`src/rtl/if_fetch_stage.sv`:
```
// Instruction-fetch stage: PC register, one-outstanding imem fetch FSM,
// and the IF/ID pipeline register feeding decode.
module if_fetch_stage #(
    parameter logic [31:0] RESET_PC = 32'h0040_0000,
    parameter logic [31:0] NOP_INST = 32'h0000_0000
) (
    input  logic        clk,
    input  logic        reset,
    input  logic [31:0] pc_next,
    input  logic        stall_if,
    input  logic        flush_if_id,
    output logic [31:0] pc_o,
    output logic        imem_req,
    output logic [31:0] imem_addr,
    input  logic        imem_gnt,
    input  logic        imem_rvalid,
    input  logic [31:0] imem_rdata,
    output logic        if_id_valid,
    output logic [31:0] if_id_PC_Plus_4,
    output logic [31:0] if_id_Inst
);

    typedef enum logic [1:0] {
        S_REQ  = 2'd0,
        S_WAIT = 2'd1,
        S_HOLD = 2'd2
    } state_t;

    state_t      state_q, state_d;
    logic [31:0] pc_q, pc_d;
    logic        drop_q, drop_d;
    logic [31:0] hold_buf_q, hold_buf_d;
    logic        valid_q, valid_d;
    logic [31:0] inst_q, inst_d;
    logic [31:0] pp4_q, pp4_d;

    logic        accept;
    logic [31:0] acc_word;

    always_ff @(posedge clk or negedge reset) begin
        if (!reset) begin
            state_q    <= S_REQ;
            pc_q       <= RESET_PC;
            drop_q     <= 1'b0;
            hold_buf_q <= '0;
            valid_q    <= 1'b0;
            inst_q     <= NOP_INST;
            pp4_q      <= '0;
        end else begin
            state_q    <= state_d;
            pc_q       <= pc_d;
            drop_q     <= drop_d;
            hold_buf_q <= hold_buf_d;
            valid_q    <= valid_d;
            inst_q     <= inst_d;
            pp4_q      <= pp4_d;
        end
    end

    always_comb begin
        state_d    = state_q;
        pc_d       = pc_q;
        drop_d     = drop_q;
        hold_buf_d = hold_buf_q;
        valid_d    = valid_q;
        inst_d     = inst_q;
        pp4_d      = pp4_q;
        accept     = 1'b0;
        acc_word   = imem_rdata;

        unique case (state_q)
            S_REQ: begin
                if (imem_gnt) state_d = S_WAIT;
            end
            S_WAIT: begin
                if (imem_rvalid) begin
                    if (drop_q) begin
                        drop_d  = 1'b0;
                        state_d = S_REQ;
                    end else if (!stall_if) begin
                        accept  = 1'b1;
                        state_d = S_REQ;
                    end else begin
                        hold_buf_d = imem_rdata;
                        state_d    = S_HOLD;
                    end
                end
            end
            S_HOLD: begin
                if (!stall_if) begin
                    accept   = 1'b1;
                    acc_word = hold_buf_q;
                    state_d  = S_REQ;
                end
            end
            default: state_d = S_REQ;
        endcase

        if (flush_if_id) begin
            pc_d       = pc_next;
            valid_d    = 1'b0;
            inst_d     = NOP_INST;
            hold_buf_d = '0;
            unique case (state_q)
                S_WAIT: begin
                    // Outstanding response belongs to the old path.
                    if (imem_rvalid) begin
                        drop_d  = 1'b0;
                        state_d = S_REQ;
                    end else begin
                        drop_d  = 1'b1;
                        state_d = S_WAIT;
                    end
                end
                S_REQ: begin
                    if (imem_gnt) begin
                        drop_d  = 1'b1;
                        state_d = S_WAIT;
                    end else begin
                        state_d = S_REQ;
                    end
                end
                default: state_d = S_REQ;
            endcase
        end else if (accept) begin
            valid_d = 1'b1;
            inst_d  = acc_word;
            pp4_d   = pc_q + 32'd4;
            pc_d    = pc_next;
        end else if (!stall_if) begin
            valid_d = 1'b0;
            inst_d  = NOP_INST;
        end
    end

    assign pc_o            = pc_q;
    assign imem_req        = reset && (state_q == S_REQ);
    assign imem_addr       = pc_q;
    assign if_id_valid     = valid_q;
    assign if_id_PC_Plus_4 = pp4_q;
    assign if_id_Inst      = inst_q;

endmodule

```
`config.mk`:
```
export PLATFORM = sky130hd
export DESIGN_NAME = if_fetch_stage
export DESIGN_NICKNAME = d
export VERILOG_FILES = /design/src/rtl/if_fetch_stage.sv
export SDC_FILE = /design/constraint.sdc
export NUM_CORES = 1
export LEC_CHECK = 0
export BUFFER_PORTS_ARGS = -buffer_cell sky130_fd_sc_hd__buf_2
export CAP_MARGIN = 20
export CORE_UTILIZATION = 39
export DETAILED_ROUTE_END_ITERATION = 12
export MAX_ROUTING_LAYER = met4
export PLACE_DENSITY = 0.71
export RECOVER_POWER = 100
export SLEW_MARGIN = 25
export SYNTH_ARGS = -nofsm -noshare
export SYNTH_HDL_FRONTEND = slang
export SYNTH_SLANG_ARGS = --single-unit
```
`constraint.sdc`:
```
create_clock -name clk -period 4.44 [get_ports clk]
set_input_delay 0.888 -clock clk [delete_from_list [all_inputs] [get_ports clk]]
set_output_delay 0.888 -clock clk [all_outputs]
set_load 0.05 [all_outputs]
```
# Yosys cells after proc, flatten, opt, wreduce, memory -nomap -nowiden
# Index checks and enable logic that the tools add are counted.
# op_classes
bitwise_logic	1
n_mux	34
add_sub_neg	1
eq_ne	7
n_reduce_logical	8
# ops
operator	n
two-way mux 32 bit	11
adder 32 x 3 -> 32 bit, second input constant	1
two-way mux 1 bit	13
two-way mux 2 bit	6
inequality test 3 bit, second input constant	3
case mux 2 bit (3 select lines)	1
AND reduction 3 bit	2
nonzero test 2 bit	3
case mux 1 bit (2 select lines)	2
case mux 2 bit (2 select lines)	1
inequality test 3 x 1 -> 1 bit, second input constant	1
equality test 2 x 1 -> 1 bit, second input constant	1
equality test 2 bit, second input constant	1
zero test 2 bit	1
inequality test 2 bit, second input constant	1
AND reduction 2 bit	1
logical AND 1 bit	1
NOT 1 bit	1
# word_totals
input_bits	70
reg_bits	132
output_inout_bits	130

# Logic depth before layout (Yosys ltp)
# Gate-level depths: netlist (run 1).
# logic_depth
depth_word	6
mapped_depth	8

# Least setup slack after synthesis (run 1)
# No wires, ideal clock.
# synth_path
kind	register to register
startpoint	reg pc_q[2], in the netlist imem_addr[2]
endpoint	reg pp4_q[30], in the netlist if_id_PC_Plus_4[30]
required_ns	4.358
path_buffers	1
synth_period_minus_slack_ns	2.516
stages_incl_launch_ff	7
arrival_ns	2.434
setup_slack_ns	1.924
setup_ns	0.082
path_cell_list	dfrtp_1 ha_1 nand3_2 or4_4 buf_6 or4_1 a31oi_1
# synth_via
elab_chain_cells	1
# synth_lines
element	line_no	source
start: declaration	30	logic [31:0] pc_q, pc_d;
start signal: assignment	51	pc_q <= pc_d;
adder 32 x 3 -> 32 bit	128	pp4_d = pc_q + 32'd4;
end signal: assignment	56	pp4_q <= pp4_d;
end: declaration	35	logic [31:0] pp4_q, pp4_d;
# Every way passes these cells.
# A chain may end at the register's enable or synchronous reset.

# Worst setup path in the final report (run 1)
# layout_path
startpoint	in flush_if_id
endpoint	reg pp4_q[16], in the netlist if_id_PC_Plus_4[16]
# layout_via
elab_chain_cells	2
# layout_lines
element	line_no	source
start: declaration	11	input logic flush_if_id,
NOT 1 bit (no line)	n/a	
AND reduction 2 bit (no line)	n/a	
# Every way passes these cells.

==> qor.log, run 1 <==
INFO  outcome        status=finished, violations left
INFO  outcome        violated_checks=max-capacitance violations, max-slew violations
INFO  clock_tree     clk_pin_slew=0.05ns
INFO  clock_tree     clock_tree.buffer_depth=2
INFO  finish         finalNonFillerCells=997
INFO  yosys          synth.largest_area_cell=dfrtp_1
INFO  yosys          synthXorXnorAreaFrac=0.0198
INFO  min_path       hold_class=input pin to async pin
INFO  power_and_ir_drop vdd_ir_drop_max=0.000310V
INFO  yosys          asyncSetResetFlopFracSynth=1.00
INFO  clock_tree     clock_sinks=132
INFO  clock_tree     tritoncts=built
INFO  yosys          synth.net_count=694
INFO  drt            drt_drc_violations_left=0
INFO  place          gpl_congestion=0.770
INFO  yosys          simple_gate_fraction_of_synth_area=0.155
INFO  yosys          main_combinational_cell_family_by_area_after_synthesis=simple AND/OR/NAND/NOR gates
INFO  yosys          synthAdderAreaFrac=0.0101
INFO  clock_tree     cts_htree_levels=4
INFO  setup_path     setup.worst_path.end_class=flip-flop
INFO  power_and_ir_drop power.leakage=3.16nW
INFO  floorplan      die_h=128um
INFO  yosys          number_of_enable_type_register_cells_in_the_synthesized_netlist=0
INFO  floorplan      placeableCoreArea=0.0154mm2
INFO  setup_path     cp_num_buf_inv=1
INFO  setup_path     worst_setup_path_start_kind=input pin
INFO  place          detailedPlacementHpwl=10000um
INFO  setup_path     critical_path.max_fanout=65
INFO  job            max_cap_viol=2
INFO  floorplan      die_w=128um
INFO  setup_path     worstPathRequired=4.68ns
INFO  global_route   first_global_vias=4482
INFO  clock_tree     post_cts_setup_buffers=0
INFO  place          port_buffers=199
INFO  sta            post-route-period-util=0.724
INFO  drt            post_drt_via_cell_ratio=4.91
INFO  yosys          synth_area_leaders=dfrtp_1 53%, nand2_1 8.0%, mux2_2 6.0%, mux2i_1 5.2%, o21ai_0 4.0%
INFO  setup_path     critical_path.max_stage_delay=1.40ns
INFO  floorplan      starting_utilization_of_the_core_area=0.404
INFO  finish         design.final.nets=848
INFO  sta            clock-skew-final=0.00744ns
INFO  floorplan      io_pins=200
INFO  clock_tree     postCtsResizedCells=0
INFO  yosys          synth_seq_area_share=0.533
INFO  yosys          yosysTopAreaCellShare=0.528
INFO  drt            detailed_route_via_count=4894
INFO  clock_tree     numCtsBuffers=17
INFO  finish         share_of_cells_above_drive_strength_1=0.189
INFO  global_route   grt_first_pass_wirelength=23100um
INFO  drt            final_antenna_net_count=0
INFO  drt            detailedRoute.firstPassIterationCount=4
INFO  sta            rsz0062_at_grt=false
INFO  yosys          fraction_of_the_mapped_netlist_area_in_compound_gates=0.101
INFO  drt            route.detailed.wl_per_inst=14.5um
INFO  floorplan      fp.dieArea=0.0164mm2
INFO  yosys          post_synth.cell_area_avg=10.0um2
INFO  setup_path     arrival=3.46ns
INFO  yosys          synth.distinct_cells=42
INFO  sta            fmax=311MHz
INFO  setup_path     list_of_cells_traversed_by_the_critical_path=clkbuf_1, a211o_2, o21ai_0
INFO  yosys          synthesis_warnings=0
INFO  setup_path     critical_path_class=input pin to flip-flop
INFO  power_and_ir_drop totalPowerFinal=4.54mW
INFO  floorplan      row_count=45
INFO  place          placed_cells=965
INFO  sta            finalWorstPathRequiredPeriod=3.21ns
INFO  clock_tree     clk-insertion-delay-late=0.41ns
INFO  global_route   global_route.overflow_total=0
INFO  sta            finalHoldViolations=0
INFO  yosys          ys_ff_latch=132
INFO  clock_tree     clk_root_buffer_cell=clkbuf_16
INFO  sta            slew_headroom=-0.542
INFO  global_route   number_of_antenna_violations_at_the_first_check_in_global_routing=0
INFO  setup_path     cp_top_family=buffers and inverters
INFO  setup_path     critical_path.slowest_cell=clkbuf_1
INFO  sta            totalNegativeSetupSlack=0ns
INFO  drt            drt-initial-drc-count=259
INFO  yosys          post_synth_mux_area_share=0.112
INFO  setup_path     worst-r2r-cell-count=4
INFO  yosys          syn-instance-count=619
INFO  yosys          ys_dominant_reg_cell=dfrtp_1
INFO  finish         areaGrowthSynthToFinish=22.0%
INFO  yosys          syn_area=0.00620mm2
INFO  global_route   grt_max_degree=66
INFO  sta            final-setup-viol-count=0
INFO  clock_tree     cts_hold_repair.buffers=0
INFO  global_route   overall_fraction_of_global_route_tracks_in_use=0.188
INFO  sta            timing_max_transition_violations_final=85
INFO  power_and_ir_drop power_density=600mW/mm2
INFO  sta            worst_pin_slew=2.31ns
INFO  setup_path     critical_path_depth=3
INFO  drt            route.final.wire_length=14500um
[worst reg2reg max path, cell delays in order (launching register included)]
cell     delay (ns)
dfrtp_1        0.47
nand3_1        0.57
or4_4          0.83
or4_1          0.51
a31oi_1        0.19
[sequential cells by signal (all words and copies together) (netlist names)]
register	count
hold_buf_q	32
if_id_Inst	32
if_id_PC_Plus_4	32
imem_addr	32
state_q	2
drop_q	1
if_id_valid	1
[routing by layer]
metal / share of wire / vias to the layer above / GRT usage / wire length, um
met3: 0.051 / 21 / 0.0447 / 746
met4: 0.017 / 0 / 0.0671 / 244
met1: 0.45 / 2300 / 0.239 / 6570
met2: 0.48 / 162 / 0.293 / 6940
met5: 0 / - / - / 0
li1: - / 2411 / - / -
[Yosys cell counts (all sizes together) (2+ instances only)]
cell,n
nand2,132
dfrtp,131
o21ai,49
buf,38
a21oi,34
clkbuf,33
mux2,33
mux2i,32
nor2,20
a31oi,14
nand3,14
or4,13
xnor2,12
o31ai,11
inv,9
nand4,7
ha,5
nor4,5
and3,4
nand2b,3
nor3,3
or3,2
xor2,2
[cell usage in the layout (no fill, tap or decap), types with 2 or more instances in the layout]
cell          n
clkbuf_1    135
nand2_1     132
dfrtp_1     131
buf_2        67
o21ai_0      49
a21oi_1      34
mux2_2       33
mux2i_1      32
nor2_1       18
clkbuf_16    17
a31oi_1      14
nand3_1      13
xnor2_1      12
o31ai_1      11
or4_1        11
inv_1         9
nand4_1       6
clkinv_2      6
nor4_1        5
ha_1          5
nand2b_1      3
and3_1        3
nor3_1        3
buf_4         3
nor2_4        2
or4_4         2
or3_1         2
xor2_1        2
clkbuf_8      2
clkinvlp_4    2
buf_16        2
[cell families after synthesis]
group / after synthesis
AO/OA/AOI/OAI: 113
buffers and inverters: 80
XOR/XNOR: 14
adder cells (fa/ha/maj): 5
flip-flops: 132
multiplexers: 65
AND/OR/NAND/NOR: 210
[worst paths after layout]
path / from / endpoint / slack [ns]
setup / recovery: flush_if_id / if_id_PC_Plus_4[16]$_DFFE_PN0P_ / 1.23
hold / removal: reset / hold_buf_q[3]$_DFFE_PN0P_ / 0.36
setup reg to reg: imem_addr[6]$_DFFE_PN0P_ / if_id_PC_Plus_4[28]$_DFFE_PN0P_ / 1.78
hold reg to reg: if_id_valid$_DFFE_PN0P_ / if_id_valid$_DFFE_PN0P_ / 0.47
max in group asynchronous: reset / if_id_PC_Plus_4[24]$_DFFE_PN0P_ / 1.59
min in group clk: if_id_valid$_DFFE_PN0P_ / if_id_valid$_DFFE_PN0P_ / 0.47
[metrics by stage]
stage               instance area, um2   util  setup WS, ns  hold slack [ns]
finish                            7570  0.492          1.23            0.355
global route                      7570  0.492         0.882            0.366
CTS                               7750  0.504          1.79            0.347
detailed placement                7200  0.469          1.55            0.464
global placement                  7130  0.464          1.63            0.454
floorplan                         6200      -          1.92            0.497
[report_power, final]
group          internal [mW]  switching [mW]  total (mW)  leakage, nW
Sequential              1.43           0.192        1.62         1.71
Clock                  0.790           0.508        1.30        0.268
Combinational          0.334            1.28        1.62         1.17
Total                   2.55            1.98        4.54         3.16
[final cells by class]
cell class	instances	area, um2
Fill cell	1538	7800
Sequential cell	132	3300
Multi-Input combinational cell	407	2500
Timing Repair Buffer	206	923
Clock buffer	21	460
Tap cell	211	264
Clock inverter	10	83.8
Inverter	9	33.8
Antenna cell	1	2.50
Power figures use the tool's default switching activity.
==> run 2, diff against run 1 <==
- ABC_AREA: not set -> 1
- PLACE_DENSITY: 0.71 -> 0.7
- clock period: 4.44 -> 3 ns (I/O delays scaled with it)
==> run 2 against run 1 <==
  * The run still ends with max-capacitance violations, max-slew violations left
  * Clock power increased by 65%
  * Sequential cell count unchanged
  * Register-to-register slack got worse by 1.3 ns
  * Worst hold slack better by 0.015 ns
  * Die area is 9.1% higher
  * Global-route usage up 2.4 points
  * Critical path type is now flip-flop to flip-flop
  * Largest cell class unchanged
==> qor.log, run 2 <==
INFO  clock_tree     numCtsBuffers=17
INFO  yosys          synth_seq_area_share=0.487
INFO  finish         finalNonFillerCells=1264
INFO  clock_tree     cts_hold_repair.buffers=0
INFO  sta            slew_headroom=-0.218
INFO  place          placed_cells=1230
INFO  min_path       min_to=imem_addr[11]$_DFFE_PN0P_
INFO  power_and_ir_drop power.leakage=3.98nW
INFO  clock_tree     postCtsResizedCells=0
INFO  sta            rsz0062_at_grt=false
INFO  clock_tree     clk_pin_slew=0.06ns
INFO  setup_path     regToRegStartpoint=state_q[0]$_DFFE_PN0P_
INFO  drt            route.final.wire_length=17900um
INFO  floorplan      die_w=134um
INFO  min_path       hold-path-cell-count=3
INFO  setup_path     critical_path.most_common_cell=inv_1
INFO  yosys          syn_area=0.00678mm2
INFO  sta            finalHoldViolations=0
INFO  floorplan      placeableCoreArea=0.0168mm2
INFO  floorplan      die_h=134um
INFO  setup_path     arrival=2.76ns
INFO  power_and_ir_drop vdd_ir_drop_max=0.000582V
INFO  finish         layout_commonest_cell=nand2_1
INFO  sta            clock-skew-final=0.00789ns
INFO  drt            detailed_route_via_count=6169
INFO  clock_tree     clock_sinks=132
INFO  finish         design.final.nets=1104
INFO  global_route   first_global_vias=5632
INFO  yosys          synth.distinct_cells=26
INFO  floorplan      row_count=47
INFO  setup_path     critical_path.max_stage_delay=0.49ns
INFO  yosys          netlist_top_cells_count=311 x nand2_1, 131 x dfrtp_1, 94 x o21ai_0, 85 x inv_1, 50 x nor2_1
INFO  global_route   overall_fraction_of_global_route_tracks_in_use=0.212
INFO  sta            worst_pin_slew=1.83ns
INFO  job            max_cap_viol=1
INFO  finish         num-fill-cells=1720
INFO  finish         share_of_cells_above_drive_strength_1=0.107
INFO  yosys          ys_ff_latch=132
INFO  yosys          synthesis_warnings=0
INFO  drt            drt_drc_violations_left=0
INFO  global_route   grt_max_degree=133
INFO  min_path       hold_class=input pin to flip-flop
INFO  power_and_ir_drop totalPowerFinal=6.58mW
INFO  drt            final_antenna_net_count=0
INFO  setup_path     cp_top_family=buffers and inverters
INFO  floorplan      starting_utilization_of_the_core_area=0.404
INFO  setup_path     regToRegSetupSlack=0.52ns
INFO  clock_tree     cts_htree_levels=4
INFO  clock_tree     clk-insertion-delay-late=0.42ns
INFO  floorplan      fp.dieArea=0.0179mm2
INFO  finish         areaGrowthSynthToFinish=19.9%
INFO  yosys          asyncSetResetFlopFracSynth=1.00
INFO  setup_path     critical_path.slowest_cell=clkbuf_1
INFO  yosys          synth.largest_area_cell=dfrtp_1
INFO  yosys          top_count_cell_post_synth=nand2_1
INFO  global_route   grt_first_pass_wirelength=28800um
INFO  yosys          syn-instance-count=872
INFO  global_route   number_of_antenna_violations_at_the_first_check_in_global_routing=2
INFO  yosys          synth.net_count=947
INFO  sta            fmax=403MHz
INFO  sta            post-route-period-util=0.827
INFO  place          gpl_congestion=0.863
INFO  yosys          synth_area_leaders=dfrtp_1 48%, nand2_1 17%, o21ai_0 6.9%, inv_1 4.7%, buf_4 3.8%
INFO  place          detailedPlacementHpwl=12500um
INFO  outcome        violated_checks=max-capacitance violations, max-slew violations
INFO  finish         layout_common_cells=310 x nand2_1, 136 x clkbuf_1, 131 x dfrtp_1
INFO  global_route   global_route.overflow_total=0
INFO  setup_path     worst_r2r_endpoint=if_id_Inst[31]$_DFFE_PN0P_
INFO  min_path       min_from=pc_next[11]
INFO  setup_path     critical_path.max_fanout=38
INFO  setup_path     critical_path_class=flip-flop to flip-flop
INFO  drt            detailedRoute.firstPassIterationCount=6
INFO  floorplan      io_pins=200
INFO  setup_path     list_of_cells_traversed_by_the_critical_path=inv_1, ha_1, inv_1, nand2_1, nand3_2, nor2_1, inv_2, clkbuf_1, o21ai_0
INFO  setup_path     setup.worst_path.end_class=flip-flop
INFO  drt            drt-initial-drc-count=514
INFO  yosys          post_synth.cell_area_avg=7.77um2
INFO  clock_tree     tritoncts=built
INFO  drt            route.detailed.wl_per_inst=14.2um
INFO  sta            timing_max_transition_violations_final=133
INFO  setup_path     cp_num_buf_inv=4
INFO  setup_path     worst-r2r-cell-count=9
INFO  clock_tree     post_cts_setup_buffers=0
INFO  sta            finalWorstPathRequiredPeriod=2.48ns
INFO  setup_path     worstPathRequired=3.28ns
INFO  clock_tree     clk_root_buffer_cell=clkbuf_16
INFO  yosys          ys_dominant_reg_cell=dfrtp_1
INFO  clock_tree     clock_tree.buffer_depth=2
INFO  drt            post_drt_via_cell_ratio=4.88
INFO  setup_path     worst_setup_path_start_kind=flip-flop
INFO  yosys          yosysTopAreaCellShare=0.484
INFO  outcome        status=finished, violations left
INFO  yosys          number_of_enable_type_register_cells_in_the_synthesized_netlist=0
INFO  sta            totalNegativeSetupSlack=0ns
INFO  sta            final-setup-viol-count=0
INFO  power_and_ir_drop power_density=810mW/mm2
INFO  place          port_buffers=199
-- run 2: logic make-up after synthesis --
| group | after synthesis | synth area share |
|---|---|---|
| AOI/OAI and AO/OA | 133 | 0.109 |
| buffers and inverters | 158 | 0.112 |
| DFF | 132 | 0.487 |
| xor gates and xnor gates | 15 | 0.0194 |
| adders and majority gates | 5 | 0.00923 |
| and+or+nand+nor | 416 | 0.244 |
| muxes | 13 | 0.0192 |
-- run 2: worst min-delay path: cells and delay by family --
family                 cells  cell delay [ns]
AND/OR/NAND/NOR            2             0.08
buffers and inverters      1             0.07
-- run 2: how the worst max path moves through the flow --
stage / slack [ns] / startpoint / depth (start not counted) / end
after floorplan: 1.19 / imem_addr[3]$_DFFE_PN0P_ / 7 / if_id_PC_Plus_4[16]$_DFFE_PN0P_
after global placement: 0.74 / imem_rvalid / 6 / imem_addr[26]$_DFFE_PN0P_
after detailed placement: 0.65 / imem_rvalid / 6 / imem_addr[29]$_DFFE_PN0P_
after CTS: 0.69 / state_q[1]$_DFFE_PN0P_ / 8 / imem_addr[8]$_DFFE_PN0P_
after global routing: 0.22 / state_q[0]$_DFFE_PN0P_ / 9 / if_id_Inst[31]$_DFFE_PN0P_
final: 0.52 / state_q[0]$_DFFE_PN0P_ / 9 / if_id_Inst[31]$_DFFE_PN0P_
-- run 2: through the flow --
stage / util / setup WS [ns] / hold slack [ns] / instance area, um2
5_1_grt: 0.485 / 0.219 / 0.373 / 8130
2_1_floorplan: - / 1.19 / 0.304 / 6780
4_1_cts: 0.497 / 0.691 / 0.325 / 8340
3_3_place_gp: 0.461 / 0.737 / 0.460 / 7720
3_5_place_dp: 0.461 / 0.654 / 0.460 / 7720
6_report: 0.485 / 0.518 / 0.370 / 8130
-- run 2: area by class of cell --
type                    instances  area, um2  share of cell area
well taps                     220        275              0.0339
clock buffers                  20        457              0.0562
clock inverters                12        155              0.0191
inverters                      87        327              0.0402
multi-input cells             582       2700               0.332
flip-flops and latches        132       3300               0.406
diodes                          2       5.00            0.000616
repair buffers                209        905               0.111
-- run 2: routing by layer --
layer,wire [um],global-route usage
met2,8130,0.315
met1,8330,0.281
met3,1080,0.0548
met5,0,-
met4,353,0.0745
-- run 2: report_power, final --
group	internal [mW]	leakage [nW]	switching [mW]
registers	2.07	1.74	0.250
logic	0.404	1.95	1.71
clock network	1.35	0.284	0.802
==> run 3, diff against run 2 <==
- clock period: 3 -> 2.44 ns (I/O delays scaled with it)
==> run 3 against run 2 <==
  * The run still ends with max-capacitance violations, max-slew violations left
  * Clock power up 24%
  * Non-clock buffer count is 2 higher
  * Worst setup slack worse by 0.088 ns
  * Sequential power rose by 23%
  * Register-to-register slack lost 0.08 ns
  * Final cell count is essentially flat
  * Clock skew about the same
  * Critical path type is now flip-flop to output pin
  * Largest cell class unchanged
  * Highest routed layer unchanged
==> qor.log, run 3 (synthesized netlist as in run 2, its figures left out) <==
INFO  drt            route.detailed.wl_per_inst=14.4um
INFO  finish         design.final.nets=1106
INFO  min_path       hold-path-cell-count=3
INFO  setup_path     list_of_cells_traversed_by_the_critical_path=inv_1, ha_1, nand2_1, inv_1, buf_2
INFO  sta            timing_max_transition_violations_final=133
INFO  drt            detail_route.wirelength.met1=8450um
INFO  setup_path     critical_path.max_stage_delay=0.40ns
INFO  setup_path     setup.worst_path.end_class=output pin
INFO  drt            final_antenna_net_count=0
INFO  drt            detailedRoute.firstPassIterationCount=5
INFO  sta            worst_slack=0.431ns
INFO  finish         n_antenna_cell=0
INFO  place          gpl_congestion=0.864
INFO  clock_tree     postCtsResizedCells=0
INFO  sta            finalWorstPathRequiredPeriod=2.01ns
INFO  clock_tree     post_cts_setup_buffers=0
INFO  clock_tree     clock_tree.buffer_depth=2
INFO  setup_path     regToRegSetupSlack=0.44ns
INFO  global_route   grt_first_pass_wirelength=28800um
INFO  setup_path     worst-r2r-cell-count=10
INFO  job            max_cap_viol=1
INFO  drt            wl_met3=1100um
INFO  finish         seqCellArea=0.00330mm2
INFO  setup_path     critical_path.slowest_cell=dfrtp_1
INFO  min_path       hold_class=input pin to flip-flop
INFO  floorplan      starting_utilization_of_the_core_area=0.404
INFO  power_and_ir_drop power_density=995mW/mm2
INFO  outcome        violated_checks=max-capacitance violations, max-slew violations
INFO  sta            clock-skew-final=0.00796ns
INFO  sta            slew_headroom=-0.188
INFO  drt            post_drt_via_cell_ratio=4.87
INFO  place          placement.setup.worst_slack=0.409ns
INFO  outcome        status=finished, violations left
INFO  floorplan      fp.dieArea=0.0179mm2
INFO  clock_tree     cts_hold_repair.buffers=0
INFO  clock_tree     cts_htree_levels=4
INFO  drt            drt_drc_violations_left=0
INFO  clock_tree     clk_root_buffer_cell=clkbuf_16
INFO  sta            fmax=498MHz
INFO  finish         num-fill-cells=1734
INFO  global_route   number_of_antenna_violations_at_the_first_check_in_global_routing=0
INFO  finish         areaGrowthSynthToFinish=20.3%
INFO  drt            detailroute.wirelength.met2=8450um
INFO  place          port_buffers=199
INFO  setup_path     worst_setup_path_start_kind=flip-flop
INFO  finish         share_of_cells_above_drive_strength_1=0.111
INFO  clock_tree     clk_pin_slew=0.06ns
INFO  finish         layout_common_cells=310 x nand2_1, 131 x clkbuf_1, 131 x dfrtp_1
INFO  global_route   overall_fraction_of_global_route_tracks_in_use=0.213
INFO  finish         multiInputGateArea=0.00270mm2
INFO  sta            finalHoldViolations=0
INFO  floorplan      placeableCoreArea=0.0168mm2
INFO  clock_tree     clk-insertion-delay-late=0.42ns
INFO  setup_path     worstPathRequired=1.95ns
INFO  floorplan      row_count=47
INFO  setup_path     arrival=1.52ns
INFO  sta            post-route-period-util=0.823
INFO  clock_tree     numCtsBuffers=17
INFO  drt            drt-initial-drc-count=494
INFO  power_and_ir_drop power.leakage=4.02nW
INFO  global_route   grt_max_degree=133
INFO  setup_path     critical_path.max_fanout=3
INFO  sta            worst_pin_slew=1.78ns
INFO  sta            final-setup-viol-count=0
INFO  drt            detailed_route_via_count=6145
INFO  power_and_ir_drop vdd_ir_drop_max=0.000498V
INFO  setup_path     worst_r2r_endpoint=imem_addr[29]$_DFFE_PN0P_
INFO  floorplan      die_w=134um
INFO  min_path       min_to=imem_addr[17]$_DFFE_PN0P_
INFO  clock_tree     clock_sinks=132
INFO  clock_tree     tritoncts=built
INFO  setup_path     critical_path.most_common_cell=inv_1
INFO  floorplan      die_h=134um
INFO  global_route   global_route.overflow_total=0
INFO  finish         layout_commonest_cell=nand2_1
INFO  place          detailedPlacementHpwl=12400um
INFO  min_path       min_from=pc_next[17]
INFO  global_route   first_global_vias=5655
INFO  sta            totalNegativeSetupSlack=0ns
INFO  drt            route.final.wire_length=18200um
INFO  setup_path     critical_path_class=flip-flop to output pin
INFO  floorplan      io_pins=200
INFO  drt            dr.max_layer_used=met4
INFO  sta            rsz0062_at_grt=false
INFO  setup_path     regToRegStartpoint=state_q[1]$_DFFE_PN0P_
==> run 3: cell count changes in the layout (fill, tap and decap cells not counted), sizes merged <==
| cell | change |
|---|---|
| clkinvlp | -2 |
| inv | -1 |
| diode | -2 |
| clkinv | -1 |
| clkbuf | -1 |
| buf | +6 |
==> run 3: worst max path at each step <==
stage | cells after the start | start | slack [ns] | end
2_1_floorplan | 7 | imem_addr[3]$_DFFE_PN0P_ | 0.63 | if_id_PC_Plus_4[16]$_DFFE_PN0P_
3_3_place_gp | 8 | state_q[1]$_DFFE_PN0P_ | 0.49 | if_id_PC_Plus_4[12]$_DFFE_PN0P_
3_5_place_dp | 8 | state_q[1]$_DFFE_PN0P_ | 0.41 | if_id_PC_Plus_4[6]$_DFFE_PN0P_
4_1_cts | 8 | state_q[1]$_DFFE_PN0P_ | 0.40 | if_id_PC_Plus_4[6]$_DFFE_PN0P_
5_1_grt | 2 | reset | 0.17 | if_id_PC_Plus_4[27]$_DFFE_PN0P_
6_report | 5 | state_q[1]$_DFFE_PN0P_ | 0.43 | imem_req
==> run 3: worst max-delay path, delay by kind of cell (launching register included) <==
family	cells	cell delay (ns)
buffers and inverters	3	0.41
flip-flops	1	0.40
adder cells (fa/ha/maj)	1	0.23
AND/OR/NAND/NOR	1	0.07
==> run 3: cell type report <==
cell class / count / area share
Sequential cell: 132 / 0.405
Clock buffer: 23 / 0.0611
Multi-Input combinational cell: 582 / 0.331
Timing Repair Buffer: 211 / 0.114
Inverter: 87 / 0.0400
Tap cell: 220 / 0.0338
Clock inverter: 8 / 0.0150
==> run 3: report_power, final <==
| group | internal (mW) | leakage, nW | switching [mW] | total (mW) |
|---|---|---|---|---|
| Combinational | 0.498 | 1.98 | 2.11 | 2.61 |
| Sequential | 2.55 | 1.74 | 0.303 | 2.85 |
| Clock | 1.73 | 0.297 | 0.927 | 2.66 |
| Total | 4.78 | 4.02 | 3.34 | 8.12 |
==> run 3: layer usage <==
layer | up-vias | global-route usage
met4 | 0 | 0.0593
met1 | 2887 | 0.286
met2 | 182 | 0.324
li1 | 3058 | -
met5 | - | -
met3 | 18 | 0.0480
==> run 3: metrics by stage <==
step           cells  hold WS (ns)  cell area, um2   util  power, mW
3_5_place_dp    1232         0.460            7740  0.462       5.61
3_3_place_gp    1232         0.461            7740  0.462       5.57
5_1_grt         1263         0.267            8160  0.487       8.52
2_1_floorplan    872         0.192            6780      -       4.96
6_report        1263         0.268            8160  0.487       8.12
4_1_cts         1263         0.223            8360  0.499       8.30
